--- src/rtl/a78_cart_loader_pkg.sv ---
// a78_pkg: shared types and constants for the A78 cartridge loader.
//   state_e       - loader FSM states
//   OFF_*         - byte offsets of the A78 header fields
//   MAGIC         - "ATARI" signature expected at header bytes 1..5
//   DEFAULT_SIZE  - size reported for the built-in image after reset
//   sat_sub       - unsigned subtract clamped at zero
package a78_pkg;

  typedef enum logic [1:0] {
    ST_READY  = 2'd0,
    ST_HEADER = 2'd1,
    ST_BODY   = 2'd2,
    ST_HOLD   = 2'd3
  } state_e;

  localparam int unsigned OFF_MAGIC  = 1;
  localparam int unsigned OFF_SIZE   = 49;
  localparam int unsigned OFF_FLAGS  = 53;
  localparam int unsigned OFF_REGION = 57;
  localparam int unsigned OFF_SAVE   = 58;
  localparam int unsigned OFF_XM     = 63;

  localparam logic [39:0] MAGIC        = 40'h41_54_41_52_49;
  localparam logic [31:0] DEFAULT_SIZE = 32'h0000_8000;

  function automatic logic [31:0] sat_sub(input logic [31:0] a, input logic [31:0] b);
    return (a > b) ? (a - b) : '0;
  endfunction

endpackage

--- src/rtl/a78_cart_loader_hdr_parse.sv ---
// a78_hdr_parse: decodes A78 header byte offsets, compares the magic and
// latches the header fields.
//   clk_i, rst_ni  - clock, async active-low reset
//   clr_i          - clear fields and match accumulator (new download)
//   wr_i           - header byte strobe
//   addr_i/data_i  - file byte offset / byte value
//   hdr_size_o     - bytes 49..52, big-endian
//   flags_o        - bytes 53..54, big-endian
//   region_o       - byte 57 bit 0
//   save_o         - byte 58
//   xm_o           - byte 63 bit 0
//   match_o        - all five magic bytes seen and equal to "ATARI"
module a78_hdr_parse
  import a78_pkg::*;
(
  input  logic        clk_i,
  input  logic        rst_ni,
  input  logic        clr_i,
  input  logic        wr_i,
  input  logic [24:0] addr_i,
  input  logic [7:0]  data_i,
  output logic [31:0] hdr_size_o,
  output logic [15:0] flags_o,
  output logic        region_o,
  output logic [7:0]  save_o,
  output logic        xm_o,
  output logic        match_o
);

  logic [31:0] size_q, size_d;
  logic [15:0] flags_q, flags_d;
  logic        region_q, region_d;
  logic [7:0]  save_q, save_d;
  logic        xm_q, xm_d;
  // One bit per magic byte; a byte that never arrives leaves its bit clear,
  // so a file shorter than 6 bytes can never report a match.
  logic [4:0]  mask_q, mask_d;

  always_comb begin
    size_d   = size_q;
    flags_d  = flags_q;
    region_d = region_q;
    save_d   = save_q;
    xm_d     = xm_q;
    mask_d   = mask_q;
    if (clr_i) begin
      size_d   = '0;
      flags_d  = '0;
      region_d = 1'b0;
      save_d   = '0;
      xm_d     = 1'b0;
      mask_d   = '0;
    end else if (wr_i) begin
      case (addr_i)
        25'(OFF_MAGIC + 0): mask_d[0] = (data_i == MAGIC[39:32]);
        25'(OFF_MAGIC + 1): mask_d[1] = (data_i == MAGIC[31:24]);
        25'(OFF_MAGIC + 2): mask_d[2] = (data_i == MAGIC[23:16]);
        25'(OFF_MAGIC + 3): mask_d[3] = (data_i == MAGIC[15:8]);
        25'(OFF_MAGIC + 4): mask_d[4] = (data_i == MAGIC[7:0]);
        25'(OFF_SIZE + 0):  size_d[31:24] = data_i;
        25'(OFF_SIZE + 1):  size_d[23:16] = data_i;
        25'(OFF_SIZE + 2):  size_d[15:8]  = data_i;
        25'(OFF_SIZE + 3):  size_d[7:0]   = data_i;
        25'(OFF_FLAGS + 0): flags_d[15:8] = data_i;
        25'(OFF_FLAGS + 1): flags_d[7:0]  = data_i;
        25'(OFF_REGION):    region_d      = data_i[0];
        25'(OFF_SAVE):      save_d        = data_i;
        25'(OFF_XM):        xm_d          = data_i[0];
        default: ;
      endcase
    end
  end

  always_ff @(posedge clk_i or negedge rst_ni) begin
    if (!rst_ni) begin
      size_q   <= DEFAULT_SIZE;
      flags_q  <= '0;
      region_q <= 1'b0;
      save_q   <= '0;
      xm_q     <= 1'b0;
      mask_q   <= '0;
    end else begin
      size_q   <= size_d;
      flags_q  <= flags_d;
      region_q <= region_d;
      save_q   <= save_d;
      xm_q     <= xm_d;
      mask_q   <= mask_d;
    end
  end

  assign hdr_size_o = size_q;
  assign flags_o    = flags_q;
  assign region_o   = region_q;
  assign save_o     = save_q;
  assign xm_o       = xm_q;
  assign match_o    = &mask_q;

endmodule

--- src/rtl/a78_cart_loader.sv ---
// a78_cart_loader: sequences a cartridge download into the single-port cart
// RAM, strips the A78 header, and shares the RAM with the console cart bus.
//   clk_sys, reset_n         - clock, async active-low reset
//   dl_active/dl_wr/dl_addr/dl_data - ioctl download stream (cart index)
//   cpu_req/cpu_addr         - console cart read request
//   cpu_data/cpu_ack         - console read data, valid while cpu_ack
//   mem_addr/mem_wdata/mem_we/mem_rdata - cart spram port
//   sys_hold                 - holds the console in reset during a load
//   is_7800, rom_size, hdr_size, cart_flags, cart_region, cart_save,
//   cart_xm, size_mismatch, overflow - load results / header fields
//   load_done                - one-cycle pulse when returning to READY
module a78_cart_loader
  import a78_pkg::*;
#(
  parameter int unsigned ADDR_W   = 18,
  parameter int unsigned HDR_LEN  = 128,
  parameter int unsigned HOLD_CYC = 16
) (
  input  logic              clk_sys,
  input  logic              reset_n,
  input  logic              dl_active,
  input  logic              dl_wr,
  input  logic [24:0]       dl_addr,
  input  logic [7:0]        dl_data,
  input  logic              cpu_req,
  input  logic [ADDR_W-1:0] cpu_addr,
  output logic [7:0]        cpu_data,
  output logic              cpu_ack,
  output logic [ADDR_W-1:0] mem_addr,
  output logic [7:0]        mem_wdata,
  output logic              mem_we,
  input  logic [7:0]        mem_rdata,
  output logic              sys_hold,
  output logic              is_7800,
  output logic [31:0]       rom_size,
  output logic [31:0]       hdr_size,
  output logic [15:0]       cart_flags,
  output logic              cart_region,
  output logic [7:0]        cart_save,
  output logic              cart_xm,
  output logic              size_mismatch,
  output logic              overflow,
  output logic              load_done
);

  state_e              state_q, state_d;
  logic                act_q;
  logic [15:0]         cnt_q, cnt_d;
  logic                we_q, we_d;
  logic [ADDR_W-1:0]   waddr_q, waddr_d;
  logic [7:0]          wdata_q, wdata_d;
  logic [31:0]         rx_end_q, rx_end_d;
  logic                is78_q, is78_d;
  logic [31:0]         rom_q, rom_d;
  logic                ovf_q, ovf_d;
  logic                done_q, done_d;
  logic                hold_q;
  logic                ack_q;

  logic        dl_rise, dl_fall, wr;
  logic        hdr_clr, hdr_wr, hdr_match;
  logic [24:0] body_addr;
  logic        body_ovf;

  assign dl_rise = dl_active & ~act_q;
  assign dl_fall = ~dl_active & act_q;
  assign wr      = dl_wr & dl_active;
  assign hdr_wr  = wr & (state_q == ST_HEADER);

  // The match is settled after byte 5, long before the first body byte.
  assign body_addr = hdr_match ? (dl_addr - 25'(HDR_LEN)) : dl_addr;
  assign body_ovf  = (body_addr >> ADDR_W) != '0;

  a78_hdr_parse u_hdr (
    .clk_i      (clk_sys),
    .rst_ni     (reset_n),
    .clr_i      (hdr_clr),
    .wr_i       (hdr_wr),
    .addr_i     (dl_addr),
    .data_i     (dl_data),
    .hdr_size_o (hdr_size),
    .flags_o    (cart_flags),
    .region_o   (cart_region),
    .save_o     (cart_save),
    .xm_o       (cart_xm),
    .match_o    (hdr_match)
  );

  always_comb begin
    state_d  = state_q;
    cnt_d    = cnt_q;
    we_d     = 1'b0;
    waddr_d  = waddr_q;
    wdata_d  = wdata_q;
    rx_end_d = rx_end_q;
    is78_d   = is78_q;
    rom_d    = rom_q;
    ovf_d    = ovf_q;
    done_d   = 1'b0;
    hdr_clr  = 1'b0;

    if ((state_q == ST_HEADER || state_q == ST_BODY) && dl_fall) begin
      state_d = ST_HOLD;
      cnt_d   = '0;
      is78_d  = hdr_match;
      rom_d   = sat_sub(rx_end_q, hdr_match ? 32'(HDR_LEN) : 32'd0);
    end else begin
      case (state_q)
        ST_READY, ST_HOLD: begin
          if (dl_rise) begin
            state_d  = ST_HEADER;
            hdr_clr  = 1'b1;
            ovf_d    = 1'b0;
            rx_end_d = '0;
          end else if (state_q == ST_HOLD) begin
            if (cnt_q == 16'(HOLD_CYC - 1)) begin
              state_d = ST_READY;
              done_d  = 1'b1;
            end else begin
              cnt_d = cnt_q + 16'd1;
            end
          end
        end
        ST_HEADER: begin
          if (wr) begin
            we_d     = 1'b1;
            waddr_d  = dl_addr[ADDR_W-1:0];
            wdata_d  = dl_data;
            rx_end_d = 32'(dl_addr) + 32'd1;
            if (dl_addr == 25'(HDR_LEN - 1)) state_d = ST_BODY;
          end
        end
        ST_BODY: begin
          if (wr) begin
            rx_end_d = 32'(dl_addr) + 32'd1;
            if (body_ovf) begin
              ovf_d = 1'b1;
            end else begin
              we_d    = 1'b1;
              waddr_d = body_addr[ADDR_W-1:0];
              wdata_d = dl_data;
            end
          end
        end
        default: state_d = ST_READY;
      endcase
    end
  end

  always_ff @(posedge clk_sys or negedge reset_n) begin
    if (!reset_n) begin
      state_q  <= ST_READY;
      act_q    <= 1'b0;
      cnt_q    <= '0;
      we_q     <= 1'b0;
      waddr_q  <= '0;
      wdata_q  <= '0;
      rx_end_q <= '0;
      is78_q   <= 1'b1;
      rom_q    <= DEFAULT_SIZE;
      ovf_q    <= 1'b0;
      done_q   <= 1'b0;
      hold_q   <= 1'b0;
      ack_q    <= 1'b0;
    end else begin
      state_q  <= state_d;
      act_q    <= dl_active;
      cnt_q    <= cnt_d;
      we_q     <= we_d;
      waddr_q  <= waddr_d;
      wdata_q  <= wdata_d;
      rx_end_q <= rx_end_d;
      is78_q   <= is78_d;
      rom_q    <= rom_d;
      ovf_q    <= ovf_d;
      done_q   <= done_d;
      hold_q   <= (state_d != ST_READY);
      ack_q    <= cpu_req & (state_q == ST_READY);
    end
  end

  // Console owns the RAM port only in READY; its address is not registered
  // so the 1-cycle spram latency lines up with cpu_ack.
  assign mem_addr      = (state_q == ST_READY) ? cpu_addr : waddr_q;
  assign mem_we        = we_q;
  assign mem_wdata     = wdata_q;
  assign cpu_ack       = ack_q;
  assign cpu_data      = ack_q ? mem_rdata : '0;
  assign sys_hold      = hold_q;
  assign is_7800       = is78_q;
  assign rom_size      = rom_q;
  assign size_mismatch = is78_q & (hdr_size != rom_q);
  assign overflow      = ovf_q;
  assign load_done     = done_q;

endmodule

--- config.mk ---
export PLATFORM = sky130hd
export DESIGN_NAME = a78_cart_loader
export DESIGN_NICKNAME = d
export VERILOG_FILES = /design/src/rtl/a78_cart_loader_pkg.sv /design/src/rtl/a78_cart_loader_hdr_parse.sv /design/src/rtl/a78_cart_loader.sv
export SDC_FILE = /design/constraint.sdc
export NUM_CORES = 1
export LEC_CHECK = 0
export ABC_AREA = 1
export BUFFER_PORTS_ARGS = -buffer_cell sky130_fd_sc_hd__buf_2
export CORE_MARGIN = 8
export CORE_UTILIZATION = 47
export CTS_BUF_LIST = sky130_fd_sc_hd__clkbuf_2
export DETAILED_ROUTE_END_ITERATION = 6
export PLACE_DENSITY_LB_ADDON = 0.08
export SLEW_MARGIN = 25
export SYNTH_ARGS = -nofsm -noshare
export SYNTH_HDL_FRONTEND = slang
export SYNTH_SLANG_ARGS = --single-unit
--- constraint.sdc ---
create_clock -name clk_sys -period 3.4 [get_ports clk_sys]
set_clock_uncertainty 0.05 [all_clocks]
set_input_delay 0 -clock clk_sys [delete_from_list [all_inputs] [get_ports clk_sys]]
set_output_delay 0 -clock clk_sys [all_outputs]
set_load 0.02 [all_outputs]
After elaboration in Yosys (flattened, before gate mapping)

Cells that the tools add are included.

Mux-type cells: 71
Add/sub/neg operators: 4
Equal/unequal tests: 32
Bitwise logic cells: 9
$lt $le $gt $ge: 1
Reduce and logical (&&, ||, !) cells: 45

Operators by type and width:

| cell                  | number |
|---|---|
| $eq 25x6->1 const B   | 9 |
| $mux 32               | 5 |
| $mux 16               | 7 |
| $mux 8                | 14 |
| $mux 18               | 4 |
| $pmux 32 s2           | 1 |
| $eq 25x2->1 const B   | 2 |
| $eq 25x3->1 const B   | 2 |
| $reduce_bool 2->1     | 20 |
| $pmux 18 s2           | 1 |
| $eq 8x7->1 const B    | 4 |
| $gt 32x8->1           | 1 |
| $ne 32x32->1          | 1 |
| $sub 32x8->32         | 1 |
| $reduce_and 2->1      | 14 |
| $add 25x1->26 const B | 1 |
| $mux 1                | 26 |
| $eq 25x1->1 const B   | 1 |
| $eq 25x7->1 const B   | 1 |
| $mux 25               | 1 |
| $reduce_bool 25->1    | 1 |
| $sub 25x8->25 const B | 1 |
| $add 16x1->16 const B | 1 |
| $eq 16x4->1 const B   | 1 |
| other kinds (18)      | 42 |

Bits in registers: 178
Word-level logic and storage cells: 189

Logic depth before layout (Yosys ltp)

Gate-level depths: netlist of the first run.

Word-level depth: 7
Depth in mapped cells: 16
Mapped depth without buffers: 14

By module

Synthesis of the first run repeated with hierarchy kept, for this count alone.

Cell total of the unflattened synthesis: 1,274
Area, all modules: 9,716.8 um2

Modules (own cells, without submodules):

| module          | area an instance (um2) | cells an instance | times used |
|---|---|---|---|
| a78_cart_loader | 6,656.4                | 880               | 1 |
| a78_hdr_parse   | 3,060.4                | 394               | 1 |

Least setup slack after synthesis of the first run

No wires, ideal clock.

Path type: register to register
From: register u_hdr.mask_q[4]
To: register rom_q[25] (netlist: rom_size[25])
Required time: 3,222 ps
Slack: 1,194 ps
Arrival time: 2,029 ps
Path buffers: 0
Cell stages (with the launch flop): 14
Cells stage by stage: dfrtp_1 > nand3_1 > nor2_2 > ha_1 > ha_1 > nand2_1 > nor3_2 > nand2_1 > nor2_1 > nand3_1 > nor3_2 > nand2_1 > nand3_1 > nand3_1

Cells in the longest elaborated chain, start to end: 4

RTL lines:

| what                                         | RTL line                        | text |
|---|---|---|
| start, declared                              | a78_cart_loader_hdr_parse.sv:37 | `logic [4:0] mask_q, mask_d;` |
| start signal, assigned                       | a78_cart_loader_hdr_parse.sv:88 | `mask_q <= mask_d;` |
| $reduce_and 5->1 (*)                         | a78_cart_loader_hdr_parse.sv:97 | `assign match_o = &mask_q;` |
| net hdr_match                                | a78_cart_loader.sv:61           | `logic hdr_clr, hdr_wr, hdr_match;` |
| $mux 8 (*)                                   | a78_cart_loader.sv:106          | `rom_d = sat_sub(rx_end_q, hdr_match ? 32'(HDR_LEN) : 32'd0);` |
| $sub 32x8->32 or $gt 32x8->1 (tied branches) | a78_cart_loader_pkg.sv:27       | `return (a > b) ? (a - b) : '0;` |
| $mux 32 (*)                                  | a78_cart_loader_pkg.sv:27       |  |
| end signal, assigned                         | a78_cart_loader.sv:174          | `rom_q <= rom_d;` |
| end, declared                                | a78_cart_loader.sv:54           | `logic [31:0] rom_q, rom_d;` |

The timed path passes the listed nets; every way through them passes the cells marked *.
A chain may end at the register's enable or synchronous reset.

Worst setup path after layout of the first run

From: input port dl_addr[2]
To: register rx_end_q[19]

Cells in the longest elaborated chain, start to end: 3

RTL lines:

| what                 | RTL line                                       | text |
|---|---|---|
| start, declared      | a78_cart_loader.sv:23                          | `input logic [24:0] dl_addr,` |
| $add 25x1->26        | a78_cart_loader.sv:129, a78_cart_loader.sv:135 |  |
| $mux 32              | a78_cart_loader.sv:125, a78_cart_loader.sv:134 |  |
| $pmux 32 s2          | a78_cart_loader.sv:108                         | `case (state_q)` |
| end signal, assigned | a78_cart_loader.sv:172                         | `rx_end_q <= rx_end_d;` |
| end, declared        | a78_cart_loader.sv:52                          | `logic [31:0] rx_end_q, rx_end_d;` |

No other way between the ends. The select of a mux whose other input is x is not followed.

==> results of run 1 <==
## report_power, final
group / leakage (nW) / switching [mW] / total [mW] / internal [mW]
registers: 2.21 / 0.624 / 3.44 / 2.82
clock network: 0.159 / 0.886 / 1.15 / 0.269
logic: 3.55 / 3.03 / 4.81 / 1.78
## per-layer routing
layer | share of wire | track usage | up-vias | wire, µm
li1 | - | - | 4473 | -
met3 | 0.066 | 0.04099 | 38 | 1886
met2 | 0.44 | 0.3573 | 307 | 12650
met5 | 0 | 0 | - | 0
met1 | 0.48 | 0.3266 | 4170 | 13670
met4 | 0.020 | 0.07274 | 0 | 571
## worst max path at each step
stage,endpoint,slack (ns),cells past startpoint
after floorplan,rom_size[25],1.19,13
after global placement,rom_size[24],0.68,9
after detailed placement,rom_size[13],0.53,9
after CTS,waddr_q[17],0.03,14
after global routing,rx_end_q[19],0.07,16
final,rx_end_q[19],0.27,16
## placed cells by master, fill, tap and decap left out, types with 2 or more instances in the layout
cell type	instances
nand2_1	293
buf_2	193
dfrtp_1	169
inv_1	119
o21ai_0	105
dlygate4sd3_1	99
nor2_1	96
nand3_1	88
nand4_1	33
xnor2_1	30
xor2_1	28
nor3_1	25
a21oi_1	25
mux2_2	18
clkbuf_2	17
o21ai_1	13
ha_1	12
o22ai_1	10
buf_4	10
nor4_1	9
nor2_2	9
o21ai_2	8
nor2_4	7
nand2_2	6
o31ai_1	6
a21oi_2	6
inv_8	6
inv_2	5
or2_2	4
clkinv_8	4
nor3_2	3
nand3_2	3
dfstp_2	3
nand2_4	2
clkinv_4	2
inv_6	2
## cell families (layout without fill, tap and decap cells)
kind of cell               after synthesis  after routing  synth area share
and+or+nand+nor                        580            580            0.2719
AOI/OAI and AO/OA                      180            180            0.1085
DFF                                    172            172            0.4529
buffers and inverters                  166            466           0.07485
xor gates and xnor gates                58             58           0.05341
muxes                                   18             18           0.02131
adders and majority gates               13             13           0.01710
other                                    0              1                 0
## area by class of cell
class / instances / area, µm²
flip-flops and latches: 172 / 4308
multi-input cells: 849 / 4499
well taps: 270 / 337.8
clock buffers: 17 / 85.08
repair inverters: 1 / 5.005
fillers: 1883 / 8033
inverters: 127 / 481.7
repair buffers: 306 / 2103
diodes: 1 / 2.502
clock inverters: 15 / 183.9
## sequential cells by signal (all words and copies together) (netlist names), 2 cells and up
signal            count
rx_end_q             26
u_hdr.save_o          8
cnt_q                16
waddr_q              18
u_hdr.mask_q          5
state_q               2
mem_wdata             8
rom_size             32
u_hdr.flags_o        16
u_hdr.hdr_size_o     32
## what timing repair did
action,4_1_cts,5_1_grt
resized for setup,0,5
hold buffers,101,0
endpoints found under the hold margin,312,0
setup endpoints to repair,0,13
## critical path, delay by kind of cell
kind          cells  cell delay [ns]
buf+inv           5             2.38
simple gates     11             1.38
## metrics by stage
stage | util | std cells
floorplan | - | 1187
global placement | 0.5333 | 1623
detailed placement | 0.5333 | 1623
CTS | 0.5981 | 1756
global route | 0.5992 | 1758
finish | 0.5992 | 1758
==> metrics.csv, run 1 <==
stage;metric;value;unit
logic_synthesis;post-synthesis register bit count;172;
floorplanning;Initial Utilization;0.4747;
logic_synthesis;most common cell in the netlist;nand2_1;
placed_design;DP Area;10690;µm²
logic_synthesis;post-synth top area cell;dfrtp_1;
final_layout;design area;12010;µm²
floorplanning;Die H;158.3;µm
routing;via count;8988;
timing;Setup Viol. Count Final;0;
setup_path;CP Cell Sequence;dlygate4sd3_1 -> buf_2 -> nand3_1 -> nor2_2 -> nand2_1 -> nor2_1 -> nand2_1 -> nor2_1 -> nand3_1 -> nor2_1 -> nand3_1 -> dlygate4sd3_1 -> nand3_1 -> dlygate4sd3_1 -> nand2_1 -> dlygate4sd3_1;
grt;gr usage total;0.2320;
floorplanning;Cell Rows;52;
clock_tree;clock slew at reported path FFs;0.30;ns
logic_synthesis;synth top area cells;dfrtp_1 44%, nand2_1 12%, o21ai_0 5.5%, inv_1 4.7%, nand3_1 4.6%;
logic_synthesis;share of the synthesized area in the top cell type;0.4446;
worst_hold_path;Hold Path Origin;dl_addr[5];
outcome;status;finished, final reports clean;
clock_tree;htree depth;4;
logic_synthesis;Cells after Synth;1187;
logic_synthesis;sequential share of the synthesized area;0.4529;
setup_path;r2r startpoint;state_q[0];
routing;Initial DRT Pass Iterations;5;
setup_path;CP endpoint kind;flop;
setup_path;crit path from;dl_addr[2];
run;max_cap viols;0;
timing;Fmax achieved;319.1;MHz
logic_synthesis;Mapped Area;9512;µm²
floorplanning;I/O pins;195;
grt;largest net degree at the start of global routing;86;
placed_design;detailed placer's ending HPWL;21180;µm
timing;final setup TNS;0;ns
logic_synthesis;number of flops mapped to enable cells by yosys;0;
logic_synthesis;Syn Nets;1264;
clock_tree;CTS Sinks;172;
timing;fin. max-slew vios;0;
setup_path;r2r endpoint;mem_wdata[6];
setup_path;critical path class;input pin to flop;
grt;wire length of the first global-routing pass;45700;µm
logic_synthesis;top cells by count, synth;293 x nand2_1, 169 x dfrtp_1, 120 x inv_1;
final_layout;nets;1551;
setup_path;crit path DAT;3.77;ns
routing;Post-route DRC;0;
timing;RSZ-0062 raised after global routing;false;
placed_design;PortBufs;194;
timing;Worst-Margin Slew;0.7684;ns
clock_tree;Num CTS Buffers;17;
timing;Fin. Hold Viols;0;
worst_hold_path;Worst Hold Depth;4;
setup_path;Crit Path Max Fanout;8;
routing;1st-iter DRT viols;669;
logic_synthesis;post-synth cell types;44;
timing;final worst-path cycle share;0.9216;
power_and_ir_drop;total power;9.409;mW
setup_path;R2R depth;11;
power_and_ir_drop;P_leak;5.918;nW
setup_path;flop-to-flop setup slack;0.32;ns
floorplanning;total core area;20040;µm²
routing;Avg WL per Cell;16.37;µm
logic_synthesis;post-synthesis async set-or-reset flop share;1.000;
routing;total wire length;28780;µm
routing;vias per inst;5.113;
timing;Final Critical Period;3.133;ns
setup_path;critical path required time;4.04;ns
setup_path;Critical Path Source Type;input pin;
clock_tree;root buf cell;clkbuf_2;
worst_hold_path;Worst Hold Class;input pin to flop;
placed_design;Post-Place Setup Slack;0.5317;ns
final_layout;Area Overhead vs Synth;26.23;%
routing;final antenna-violating net count;0;
logic_synthesis;Main synth FF type;dfrtp_1;
grt;total grt overflow;0;
power_and_ir_drop;power density cells;783.7;nW/µm²
timing;slew margin rel.;0.4878;
power_and_ir_drop;Max VDD drop;413.0;µV
setup_path;slowest CP cell;dlygate4sd3_1;
timing;final worst slack;0.2665;ns
final_layout;share of cells above drive strength 1;0.2145;
clock_tree;post-CTS setup buffers;0;
setup_path;Worst path max stage delay;0.56;ns
floorplanning;DIE AREA;25050;µm²
worst_hold_path;Hold Path End;rx_end_q[5];
grt;antenna violations before repair;1;
timing;Fin Hold WS;0.07883;ns
logic_synthesis;average cell area after synthesis;8.013;µm²
logic_synthesis;Yosys warnings;0;
clock_tree;CTS tree;built;
grt;vias in the first global route;8707;
floorplanning;die width;158.3;µm
clock_tree;deepest clock path buffer count;2;
clock_tree;worst-skew pair later-pin latency;0.78;ns
placed_design;GPL Wtd Cong;0.8986;
(Power assumes the default switching activity.)
==> run 2: changes to the inputs <==
--- a/config.mk
+++ b/config.mk
@@ -7,12 +7,16 @@
 export LEC_CHECK = 0
 export ABC_AREA = 1
 export BUFFER_PORTS_ARGS = -buffer_cell sky130_fd_sc_hd__buf_2
+export CELL_PAD_IN_SITES_DETAIL_PLACEMENT = 1
+export CELL_PAD_IN_SITES_GLOBAL_PLACEMENT = 2
 export CORE_MARGIN = 8
-export CORE_UTILIZATION = 47
+export CORE_UTILIZATION = 35
 export CTS_BUF_LIST = sky130_fd_sc_hd__clkbuf_2
+export CTS_CLUSTER_SIZE = 10
 export DETAILED_ROUTE_END_ITERATION = 6
 export PLACE_DENSITY_LB_ADDON = 0.08
 export SLEW_MARGIN = 25
 export SYNTH_ARGS = -nofsm -noshare
 export SYNTH_HDL_FRONTEND = slang
+export SYNTH_HIERARCHICAL = 1
 export SYNTH_SLANG_ARGS = --single-unit
==> metrics.csv, run 2 <==
stage;metric;value;unit
logic_synthesis;post-synth top area cell;dfrtp_1;
logic_synthesis;sequential share of the synthesized area;0.4433;
grt;vias in the first global route;10510;
timing;Final Critical Period;3.338;ns
routing;vias per inst;5.023;
logic_synthesis;mux cell area share after synthesis;0.02086;
logic_synthesis;post-synthesis register bit count;172;
setup_path;slowest CP cell;dlygate4sd3_1;
timing;final worst slack;0.06195;ns
routing;total wire length;36640;µm
clock_tree;worst-skew pair later-pin latency;0.76;ns
routing;Post-route DRC;0;
final_layout;Final Util;0.4517;
setup_path;critical path required time;4.07;ns
power_and_ir_drop;total power;8.080;mW
timing;Fin Hold WS;0.1123;ns
outcome;status;finished, final reports clean;
power_and_ir_drop;power density cells;649.3;nW/µm²
power_and_ir_drop;Max VDD drop;441.9;µV
routing;Avg WL per Cell;18.66;µm
timing;slew margin rel.;0.3657;
floorplanning;I/O pins;195;
logic_synthesis;Simple-Gate Fraction of Synth Area;0.3335;
logic_synthesis;adder-cell share of the synthesized area;0.01288;
final_layout;storage element area;4308;µm²
setup_path;flop-to-flop setup slack;0.14;ns
clock_tree;deepest clock path buffer count;2;
grt;total grt overflow;0;
timing;Worst-Margin Slew;0.9479;ns
clock_tree;root buf cell;clkbuf_2;
worst_hold_path;Worst Hold Class;input pin to flop;
logic_synthesis;number of flops mapped to enable cells by yosys;0;
logic_synthesis;largest family of logic cells by synthesized area;simple AND/OR/NAND/NOR gates;
logic_synthesis;post-synthesis async set-or-reset flop share;1.000;
worst_hold_path;Hold Path End;rx_end_q[5];
routing;Initial DRT Pass Iterations;4;
clock_tree;post-CTS setup buffers;0;
final_layout;Multi-input gate area;4656;µm²
floorplanning;Initial Utilization;0.3527;
timing;RSZ-0062 raised after global routing;false;
floorplanning;die width;182.6;µm
clock_tree;htree depth;4;
logic_synthesis;synth top area cells;dfrtp_1 44%, nand2_1 12%, nand3_1 9.6%, inv_1 5.2%, nor2_1 4.6%;
setup_path;Critical Path Source Type;input pin;
floorplanning;total core area;27550;µm²
routing;via count;9860;
final_layout;most frequent cells in the layout;321 x nand2_1, 193 x buf_2, 187 x nand3_1, 169 x dfrtp_1, 134 x inv_1;
worst_hold_path;Hold Path Origin;dl_addr[5];
clock_tree;CTS Sinks;172;
logic_synthesis;XOR/XNOR Fraction of Synth Area;0.04507;
clock_tree;Num CTS Buffers;17;
logic_synthesis;Syn Nets;1348;
logic_synthesis;Yosys warnings;6;
power_and_ir_drop;P_leak;6.484;nW
setup_path;Crit Path Max Fanout;5;
setup_path;crit path DAT;4.01;ns
logic_synthesis;share of the synthesized area in the top cell type;0.4352;
logic_synthesis;Main synth FF type;dfrtp_1;
setup_path;R2R depth;11;
routing;1st-iter DRT viols;519;
placed_design;GPL Wtd Cong;0.8503;
timing;final setup TNS;0;ns
grt;largest net degree at the start of global routing;75;
setup_path;Worst path max stage delay;0.73;ns
timing;Fmax achieved;299.6;MHz
logic_synthesis;average cell area after synthesis;7.627;µm²
floorplanning;Cell Rows;61;
timing;Setup Viol. Count Final;0;
setup_path;CP Cell Sequence;dlygate4sd3_1 -> buf_2 -> nor2_1 -> dlygate4sd3_1 -> nand3_1 -> dlygate4sd3_1 -> nor3_4 -> dlygate4sd3_1 -> nand4_1 -> dlygate4sd3_1 -> nand2_1;
logic_synthesis;Mapped Area;9717;µm²
routing;final antenna-violating net count;0;
setup_path;r2r startpoint;state_q[0];
final_layout;share of cells above drive strength 1;0.1970;
clock_tree;CTS tree;built;
timing;fin. max-slew vios;0;
timing;Fin. Hold Viols;0;
logic_synthesis;Synth Area in Compound Gates;0.06554;
final_layout;most common cell after layout, fill and taps aside;nand2_1;
logic_synthesis;Cells after Synth;1274;
logic_synthesis;most common cell in the netlist;nand2_1;
grt;wire length of the first global-routing pass;59530;µm
final_layout;Fill cells;3500;
logic_synthesis;top cells by count, synth;321 x nand2_1, 187 x nand3_1, 169 x dfrtp_1;
clock_tree;clock slew at reported path FFs;0.24;ns
setup_path;most frequent CP cell;dlygate4sd3_1;
run;max_cap viols;0;
floorplanning;Die H;182.6;µm
setup_path;CP endpoint kind;flop;
timing;final worst-path cycle share;0.9818;
setup_path;critical path class;input pin to flop;
grt;gr usage total;0.2239;
floorplanning;DIE AREA;33350;µm²
grt;antenna violations before repair;1;
setup_path;r2r endpoint;mem_wdata[1];
placed_design;Post-Place Setup Slack;0.6331;ns
logic_synthesis;post-synth cell types;44;
final_layout;Area Overhead vs Synth;28.07;%
worst_hold_path;Worst Hold Depth;4;
final_layout;nets;1646;
placed_design;detailed placer's ending HPWL;26890;µm
placed_design;PortBufs;194;
run 2: cell types whose count changed in the layout (fill, tap and decap cells not counted), sizes merged, moves of 4 or more:
cell / previous run / this run
nor2: 112 / 132
buf: 206 / 223
xnor2: 30 / 23
inv: 133 / 142
o22ai: 10 / 17
o31ai: 7 / 2
clkbuf: 17 / 21
nand3: 91 / 188
a21oi: 31 / 19
o21ai: 126 / 63
bufinv: 0 / 4
nand2: 301 / 330
run 2: cell families after synthesis:
family / Yosys count
adder cells (fa/ha/maj): 10
AND/OR/NAND/NOR: 726
XOR/XNOR: 50
flip-flops: 172
AO/OA/AOI/OAI: 113
buffers and inverters: 185
multiplexers: 18
run 2: area by class of cell:
class / instances / share of cell area
diodes: 1 / 0.0002011
clock buffers: 21 / 0.008446
clock inverters: 10 / 0.01186
inverters: 144 / 0.04354
multi-input cells: 917 / 0.3741
flip-flops and latches: 172 / 0.3462
well taps: 378 / 0.03801
repair buffers: 320 / 0.1777
run 2: power breakdown:
part,internal [mW],switching (mW),total (mW),leakage [nW]
Combinational,1.46,2.47,3.92,4.04
Sequential,2.54,0.412,2.95,2.29
Clock,0.480,0.723,1.20,0.154
run 2: worst max-delay path: cells and delay by family:
family	cells	cell delay [ns]
simple gates	5	0.73
buf+inv	6	3.28
run 2: routing by layer:
layer | routed length [µm] | GRT usage | up-vias
met2 | 17320 | 0.3659 | 244
met4 | 422 | 0.04723 | 0
met5 | 0 | 0 | -
met1 | 17060 | 0.3015 | 4831
li1 | - | - | 4757
met3 | 1838 | 0.04613 | 28
run 2: how the worst max path moves through the flow:
stage	end	cells past startpoint	slack, ns	startpoint
6_report	u_hdr/mask_q[1]	11	0.06	dl_addr[17]
3_5_place_dp	u_hdr/hdr_size_o[24]	7	0.63	state_q[0]
5_1_grt	mem_wdata[1]	11	0.02	state_q[0]
3_3_place_gp	rom_size[29]	13	0.69	u_hdr/mask_q[4]
2_1_floorplan	rom_size[27]	12	1.29	u_hdr/mask_q[4]
4_1_cts	u_hdr/mask_q[1]	11	0.1	dl_addr[16]
run 2: through the flow:
stage / instances / cell area (µm²)
floorplan: 1274 / 9717
detailed placement: 1833 / 11180
global route: 1963 / 12440
finish: 1963 / 12440
global placement: 1833 / 11180
CTS: 1962 / 12440
run 2: repair_timing:
action / 4_1_cts / 5_1_grt
endpoints found under the hold margin: 300 / 0
hold buffers: 98 / 0
resized for setup: 0 / 1
endpoints found under the setup margin: 0 / 1
